==> src/rtl/video_timing_gen.sv <==
// video_timing_gen: raster timing generator (pixel enable, syncs, blanks, x/y).
// Modes: 0=320x240p, 1=256x224p, 2=320x288p, 3=640x480 (double pixel rate).
// Optional feature macro: VIDEO_TIMING_GEN_INTERLACE_EN -- mode 3 becomes
// interlaced: field toggles per frame, field 1 has 263 lines and its v_sync
// edges sit at mid-line (x = H_TOTAL/2).
module video_timing_gen #(
  parameter int CE_DIV = 4,
  parameter int H_BITS = 10,
  parameter int V_BITS = 9
) (
  input  logic              clk,
  input  logic              reset,
  input  logic [1:0]        mode,
  output logic              ce_pix,
  output logic              h_sync,
  output logic              v_sync,
  output logic              h_blank,
  output logic              v_blank,
  output logic              de,
  output logic              field,
  output logic [H_BITS-1:0] x,
  output logic [V_BITS-1:0] y,
  output logic              line_start,
  output logic              frame_start
);
  localparam int            DW    = $clog2(CE_DIV) + 1;
  localparam logic [DW-1:0] DIV_P = DW'(CE_DIV - 1);
  localparam logic [DW-1:0] DIV_I = DW'(CE_DIV / 2 - 1);

  logic [1:0]        mode_q;   // mode governing the current frame
  logic [DW-1:0]     div_q;
  logic              first_q;  // next ce is the first one after reset
  logic              wrap_q;   // currently presented pixel is the last of the frame
  logic              fld_q;    // field for the upcoming frame

  logic [H_BITS-1:0] h_act, h_ss, h_se, h_tot, vs_x, nx;
  logic [V_BITS-1:0] v_act, v_ss, v_se, v_tot, ny;
  logic              tick, new_frame, fld_nxt;

  // Timing table for the latched mode, as active end / sync start / sync end / total.
  always_comb begin
    h_act = H_BITS'(320); h_ss = H_BITS'(336); h_se = H_BITS'(368); h_tot = H_BITS'(426);
    v_act = V_BITS'(240); v_ss = V_BITS'(243); v_se = V_BITS'(246); v_tot = V_BITS'(262);
    case (mode_q)
      2'd1: begin
        h_act = H_BITS'(256); h_ss = H_BITS'(268); h_se = H_BITS'(294); h_tot = H_BITS'(341);
        v_act = V_BITS'(224); v_ss = V_BITS'(235); v_se = V_BITS'(238);
      end
      2'd2: begin
        v_act = V_BITS'(288); v_ss = V_BITS'(290); v_se = V_BITS'(293); v_tot = V_BITS'(312);
      end
      2'd3: begin
        h_act = H_BITS'(640); h_ss = H_BITS'(672); h_se = H_BITS'(736); h_tot = H_BITS'(852);
      end
      default: ;
    endcase
    vs_x = h_ss;
`ifdef VIDEO_TIMING_GEN_INTERLACE_EN
    if (mode_q == 2'd3 && field) begin
      v_tot = V_BITS'(263);
      vs_x  = h_tot >> 1;
    end
`endif
  end

  // Divider tick, next raster position and the field for the next frame.
  always_comb begin
    tick      = (div_q >= ((mode_q == 2'd3) ? DIV_I : DIV_P));
    new_frame = first_q | wrap_q;
    nx        = x + 1'b1;
    ny        = y;
    if (new_frame) begin
      nx = '0;
      ny = '0;
    end else if (x == h_tot - 1'b1) begin
      nx = '0;
      ny = y + 1'b1;
    end
`ifdef VIDEO_TIMING_GEN_INTERLACE_EN
    // A frame entering mode 3 from another mode always starts on the even field.
    fld_nxt = (mode == 2'd3 && mode_q == 2'd3) ? ~field : 1'b0;
`else
    fld_nxt = 1'b0;
`endif
  end

  // Divider, mode/field latching and registered raster outputs.
  // The divider sits at 0 on every ce cycle, so a period change latched at the
  // frame wrap counts the first new-frame ce from a clean restart.
  always_ff @(posedge clk or posedge reset) begin
    if (reset) begin
      div_q       <= '0;
      mode_q      <= 2'd0;
      first_q     <= 1'b1;
      wrap_q      <= 1'b0;
      fld_q       <= 1'b0;
      ce_pix      <= 1'b0;
      h_sync      <= 1'b0;
      v_sync      <= 1'b0;
      h_blank     <= 1'b0;
      v_blank     <= 1'b0;
      de          <= 1'b0;
      field       <= 1'b0;
      x           <= '0;
      y           <= '0;
      line_start  <= 1'b0;
      frame_start <= 1'b0;
    end else begin
      if (ce_pix && wrap_q) begin
        mode_q <= mode;
        fld_q  <= fld_nxt;
      end
      if (tick) begin
        div_q       <= '0;
        ce_pix      <= 1'b1;
        x           <= nx;
        y           <= ny;
        h_blank     <= (nx >= h_act);
        v_blank     <= (ny >= v_act);
        de          <= (nx < h_act) && (ny < v_act);
        h_sync      <= (nx >= h_ss) && (nx < h_se);
        v_sync      <= ((ny > v_ss) || ((ny == v_ss) && (nx >= vs_x))) &&
                       ((ny < v_se) || ((ny == v_se) && (nx < vs_x)));
        line_start  <= (nx == '0);
        frame_start <= (nx == '0) && (ny == '0);
        wrap_q      <= (nx == h_tot - 1'b1) && (ny == v_tot - 1'b1);
        // With a one-clk period the wrap latch and the new-frame ce share an edge.
        if (new_frame) field <= (ce_pix && wrap_q) ? fld_nxt : fld_q;
        if (first_q) begin
          first_q <= 1'b0;
          mode_q  <= mode;
        end
      end else begin
        div_q       <= div_q + 1'b1;
        ce_pix      <= 1'b0;
        line_start  <= 1'b0;
        frame_start <= 1'b0;
      end
    end
  end
endmodule
==> config.mk <==
export PLATFORM = sky130hd
export DESIGN_NAME = video_timing_gen
export DESIGN_NICKNAME = d
export VERILOG_FILES = /design/src/rtl/video_timing_gen.sv
export SDC_FILE = /design/constraint.sdc
export NUM_CORES = 1
export LEC_CHECK = 0
export ABC_AREA = 1
export CAP_MARGIN = 20
export CELL_PAD_IN_SITES_DETAIL_PLACEMENT = 1
export CELL_PAD_IN_SITES_GLOBAL_PLACEMENT = 1
export CORE_ASPECT_RATIO = 1.1
export CORE_MARGIN = 1
export CORE_UTILIZATION = 43
export CTS_BUF_LIST = sky130_fd_sc_hd__clkbuf_8
export DETAILED_ROUTE_END_ITERATION = 10
export HOLD_SLACK_MARGIN = 0.15
export PLACE_DENSITY_LB_ADDON = 0.25
export SYNTH_ARGS = -nofsm -noshare
export SYNTH_HDL_FRONTEND = slang
export SYNTH_SLANG_ARGS = --single-unit
==> constraint.sdc <==
create_clock -name clk -period 3.57 [get_ports clk]
set_input_delay 0.714 -clock clk [delete_from_list [all_inputs] [get_ports clk]]
set_output_delay 0.714 -clock clk [all_outputs]
set_load 0.05 [all_outputs]
# Word-level counts from Yosys, hierarchy flattened
# Index checks and enable logic that the tools add are counted.
# classes
n_addsub	5
n_mul	0
div_mod_pow	0
magnitude_cmp	10
n_eq_ne	8
shift	0
n_mux	21
bitwise_logic	1
reduce_logical	13
# ops
cell	n
$pmux W10 S2	4
$pmux W9 S2	3
$lt A10 B10 Y1	3
$eq A9 B9 Y1	3
$eq A10 B10 Y1	2
$ge A10 B10 Y1	2
$mux W10	2
$lt A9 B9 Y1	2
$mux W9	2
$add A10 B1 Y10 const B	1
$logic_not A10 Y1	1
$sub A10 B1 Y10 const B	1
$add A9 B1 Y9 const B	1
$ge A9 B9 Y1	1
$gt A9 B9 Y1	1
$logic_not A9 Y1	1
$sub A9 B1 Y9 const B	1
$logic_and A1 B1 Y1	8
$mux W2	4
$mux W6	1
$eq A2 B2 Y1 const B	2
$mux W1	4
$add A3 B1 Y3 const B	1
$ge A3 B2 Y1	1
other kinds (5)	6
# word_totals
regBits	36
latchBits	0
mem_bits_rw	0
rom_bits	0
inputBits	4
out_inout_bits	28
word_cells	74
memories	0

# Depth between registers and ports, before layout
# logic_depth
depth_word	10
mapped_depth	23
ltp_nobuf	23

# Worst setup path before layout
# OpenSTA, ideal clock, no wires.
# synth_path
kind	reg-to-reg
startpoint	register x[2]
endpoint	register v_sync
setup_time_ps	118
arrival_time_ps	2822
slack_ps	630
stages_incl_launch_ff	19
n_path_buf	1
synth_period_minus_slack_ps	2940
path_cell_list	dfrtp_1 -> buf_4 -> nand3_1 -> nor2_1 -> nand3_1 -> nor2_1 -> nand2_1 -> o21ai_0 -> nand2_1 -> nor2_1 -> ha_1 -> nand2_1 -> nor2_1 -> a22oi_1 -> nand3_1 -> a21oi_1 -> a21oi_1 -> nand3_1 -> nand2_1
# synth_via
elab_chain_cells	7
word_cells_on_any_way	17
cone_classes	add/sub (1); order compare (4); eq/ne (3); mux (4); reduce/logical (5)
# synth_rtl
element	line_no	text
from (decl)	21	output logic [H_BITS-1:0] x,
from (signal assigned)	116	x <= nx;
$add A10 B1 Y10 or $eq A10 B10 Y1 (tied branches)	70, 75	
$mux W10 *	75	end else if (x == h_tot - 1'b1) begin
$mux W10 *	72	if (new_frame) begin
named net nx[9]	36	logic [H_BITS-1:0] h_act, h_ss, h_se, h_tot, vs_x, nx;
$ge A10 B10 Y1 or $lt A10 B10 Y1 (tied branches)	122, 123	
$logic_and A1 B1 Y1, on equally long branches	122, 123	
$logic_or A1 B1 Y1, on equally long branches	122, 123	
$logic_and A1 B1 Y1 *	122	v_sync <= ((ny > v_ss) || ((ny == v_ss) && (nx >= vs_x))) &&
to (signal assigned)	122	
to (decl)	16	output logic v_sync,
# The timed path passes the listed nets; every way through them passes the cells marked *.
# A chain may end at the register's enable or synchronous reset.

# Worst setup path after layout
# layout_path
startpoint	register mode_q[1]
endpoint	register v_sync
# layout_via
elab_chain_cells	10
word_cells_on_any_way	26
cone_classes	add/sub (1); order compare (5); eq/ne (6); mux (9); reduce/logical (5)
# layout_rtl
element	line_no	text
from (decl)	30	logic [1:0] mode_q;
from (signal assigned)	110	mode_q <= mode;
from (signal assigned)	131	mode_q <= mode;
$eq A2 B2 Y1 or $eq A2 B1 Y1 (tied branches)	44, 68	
$pmux W10 S2	44	case (mode_q)
$sub A10 B1 Y10	75	
$eq A10 B10 Y1	75	
$mux W10 or $mux W9 (tied branches)	75	
$mux W10 or $mux W9 (tied branches)	72	
$ge A10 B10 Y1 (tied with other cells)	122	
$logic_and A1 B1 Y1, on equally long branches	122, 123	
$logic_or A1 B1 Y1, on equally long branches	122, 123	
$logic_and A1 B1 Y1	122	
# Several ways; a longest one is shown, not always the timed one.

==> qor.txt <==
PortBufs - 31
Routability cong. - 0.882
1st-pass router iterations - 4
Via count - 3085
Final setup vio count - 0
Crit path kind - reg -> reg
Period utilization - 0.908
Post-Synth XOR/XNOR Area - 0.0308
R2R cell count - 22
Fmax - 308 MHz
Internal power - 585 uW
Crit path cell chain - inv_1, ha_1, inv_2, nand2_4, nand2_1, nand2_2, nand2_4, nor3_2, nand2_2, nand2_1, nand2_1, nand2_2, ha_1, a21oi_1, inv_1, a211oi_1, nor2_1, nand2_1, nand2_1, nand2_1, nand3_1, nand2_1
Simple-Gate Fraction of Synth Area - 0.377
Share of layout cells above drive strength 1 - 0.125
Routed vias/inst - 5.38
Yosys synthesis warning count - 0
Mux cell area share after synthesis - 0
DRC - 0
Pwr dens - 206 nW/um2
Synth Area in Compound Gates - 0.0892
CP Capture Type - flip-flop
Switching power - 169 uW
Sequential fraction of design power - 0.541
CP max FO - 7
ANT nets after route - 0
Largest net degree at the start of global routing - 37
Synth unique cells - 35
Yosys reg bits - 36
HPWL after DPL - 7610 um
Outcome - completed
Average size of a mapped cell - 6.89 um2
Post-synth top area share - 0.280
Max-cap viol count - 0
HP Class - reg -> reg
RSZ-0062 raised after global routing - no
Register area share after synthesis - 0.288
Area growth syn-to-layout - 16.8%
Initial DRC Count - 129
Max Transition Viols Final - 0
Hold buffers post-CTS - 0
Cell at the slowest stage of the critical path - dfrtp_1
Post-synth EDFFs - 0
Slew HR - 0.661
Vias in the first global route - 3173
Largest family of logic cells by synthesized area - simple AND/OR/NAND/NOR gates
Period minus WS final - 3240 ps
Clock share of power - 0.443
CP Launch Type - flip-flop
Pleak - 0.00185 uW
First-pass GRT wire length - 16000 um
Dpl cells - 564
Maximum vdd drop - 122 uV
Root Driver - clkbuf_8
NumNets Final - 521
Top cells by area, synth - dfrtp_1 (28%), nand2_1 (14%), ha_1 (12%)
Row count - 32
Die H - 91.5 um
Clock-pin slew on the worst setup and hold paths - 70 ps
Count leader, synth - nand2_1
Core Util, Final - 0.521
Remaining Overflow, GRT - 0
Cell Count, Final, Fillers Out - 573
# IOs - 32
Commonest cells post-synth - nand2_1 (116), inv_1 (50), nor2_1 (50)
Sw Share - 0.224
Setup TNS - 0 ps
CP required - 3810 ps
Fin. Hold Viols - 0
Worst-Margin Slew - 503 ps
Area of the mapped netlist - 3130 um2
Routed length per instance - 17.0 um
Clk sink count - 36
Post-Synth Adder-Cell Area - 0.120
Core box area - 7010 um2
Die width - 83.3 um
Skew-Pair Late Insertion Delay - 300 ps
H-tree depth reported by CTS - 2
Die area - 7620 um2
Initial antenna violation count - 0
CTS tree - done
CP most frequent cell - nand2_1
Longest Clk Path Bufs - 2
Filler cell count - 960
Worst EP arrival - 3480 ps
Worst r2r dst - v_sync
Post-Route WL - 9730 um
Reg2reg start - mode_q[1]
HP Start - h_sync
Hold Path End - h_sync
Cells after Synth - 454
Dominant synthesized flop cell - dfrtp_1
WHS Path Cells - 2
Mapped Nets - 488
GR Util All Layers - 0.270
Worst reg-to-reg setup slack - 330 ps
Cell accounting for the most synthesized area - dfrtp_1
Post-synth ARST share - 1.00
Slowest stage delay, CP - 420 ps
Clock buffer count from CTS - 5
Diode count - 0
Initial Util - 0.446
Worst clock skew - 9.29 ps
Logic pwr share - 0.017
## area by class of cell
type / instances / area (um2) / area share
Clock buffer: 7 / 96.3 / 0.0264
Sequential cell: 36 / 903 / 0.247
Clock inverter: 1 / 3.75 / 0.00103
Timing Repair Buffer: 36 / 348 / 0.0952
Inverter: 67 / 251 / 0.0689
Tap cell: 85 / 106 / 0.0291
Multi-Input combinational cell: 341 / 1940 / 0.532
## worst max-delay path by stage
| stage | start | to | slack, ps | depth (start not counted) |
|---|---|---|---|---|
| after floorplan | x[2] | v_sync | 630 | 18 |
| after global placement | mode_q[0] | v_sync | 160 | 18 |
| after detailed placement | mode_q[0] | v_sync | 150 | 18 |
| after CTS | mode_q[0] | v_sync | 110 | 18 |
| after global routing | mode_q[1] | v_sync | 6 | 22 |
| final | mode_q[1] | v_sync | 330 | 22 |
## flip-flops by register name (all words and copies together) (netlist names)
register	cells
field	1
frame_start	1
x	10
v_blank	1
fld_q	1
line_start	1
div_q	3
de	1
h_blank	1
h_sync	1
ce_pix	1
v_sync	1
wrap_q	1
y	9
mode_q	2
first_q	1
## cell families (layout without fill, tap and decap cells)
| group | count (synthesis) | after routing |
|---|---|---|
| adder cells (fa/ha/maj) | 30 | 30 |
| AND/OR/NAND/NOR | 248 | 248 |
| AO/OA/AOI/OAI | 52 | 52 |
| buffers and inverters | 77 | 111 |
| flip-flops | 36 | 36 |
| XOR/XNOR | 11 | 11 |
## power groups by stage
stage | sequential [uW] | combinational [uW] | clock (uW)
2_1_floorplan | 416 | 6.00 | 0
5_1_grt | 407 | 14.8 | 358
3_5_place_dp | 415 | 13.6 | 0
6_report | 407 | 12.6 | 334
4_1_cts | 407 | 13.5 | 350
3_3_place_gp | 415 | 12.9 | 0
## critical path, delay by kind of cell (launching register included)
| kind | cells | cell delay, ps |
|---|---|---|
| buffers and inverters | 3 | 320 |
| adder cells (fa/ha/maj) | 2 | 590 |
| AND/OR/NAND/NOR | 15 | 1450 |
| AO/OA/AOI/OAI | 2 | 410 |
| flip-flops | 1 | 420 |
## cell usage in the layout, fill, tap and decap left out, drive strengths merged, types with 3 or more instances in the layout
cell and instances:
clkdlybuf4s50 31, o21ai 34, xor2 9, nand2 126
ha 30, nand3 40, clkinv 3, nor3 8
buf 5, o21bai 3, nand4 8, inv 65
clkbuf 7, dfrtp 35, a21oi 12, nor2 61
## per-layer routing
layer / wire length (um) / global-route usage
met1: 4420 / 0.352
met2: 4810 / 0.466
met3: 291 / 0.0282
met4: 207 / 0.0848
met5: 0 / 0
## repair_timing
item                                    in CTS  in global routing
endpoints found under the setup margin       0                  5
gates resized for setup                      0                  6
setup buffers                                0                  1
## metrics by stage
stage / hold WS [ps] / setup WS [ps] / area [um2] / total power [uW]
floorplan: 433 / 630 / 3130 / 422
global placement: 462 / 164 / 3530 / 428
detailed placement: 473 / 146 / 3530 / 429
CTS: 496 / 105 / 3630 / 771
global route: 504 / 6.34 / 3650 / 780
finish: 488 / 328 / 3650 / 754
No activity file was read; power rests on OpenSTA's default activity.
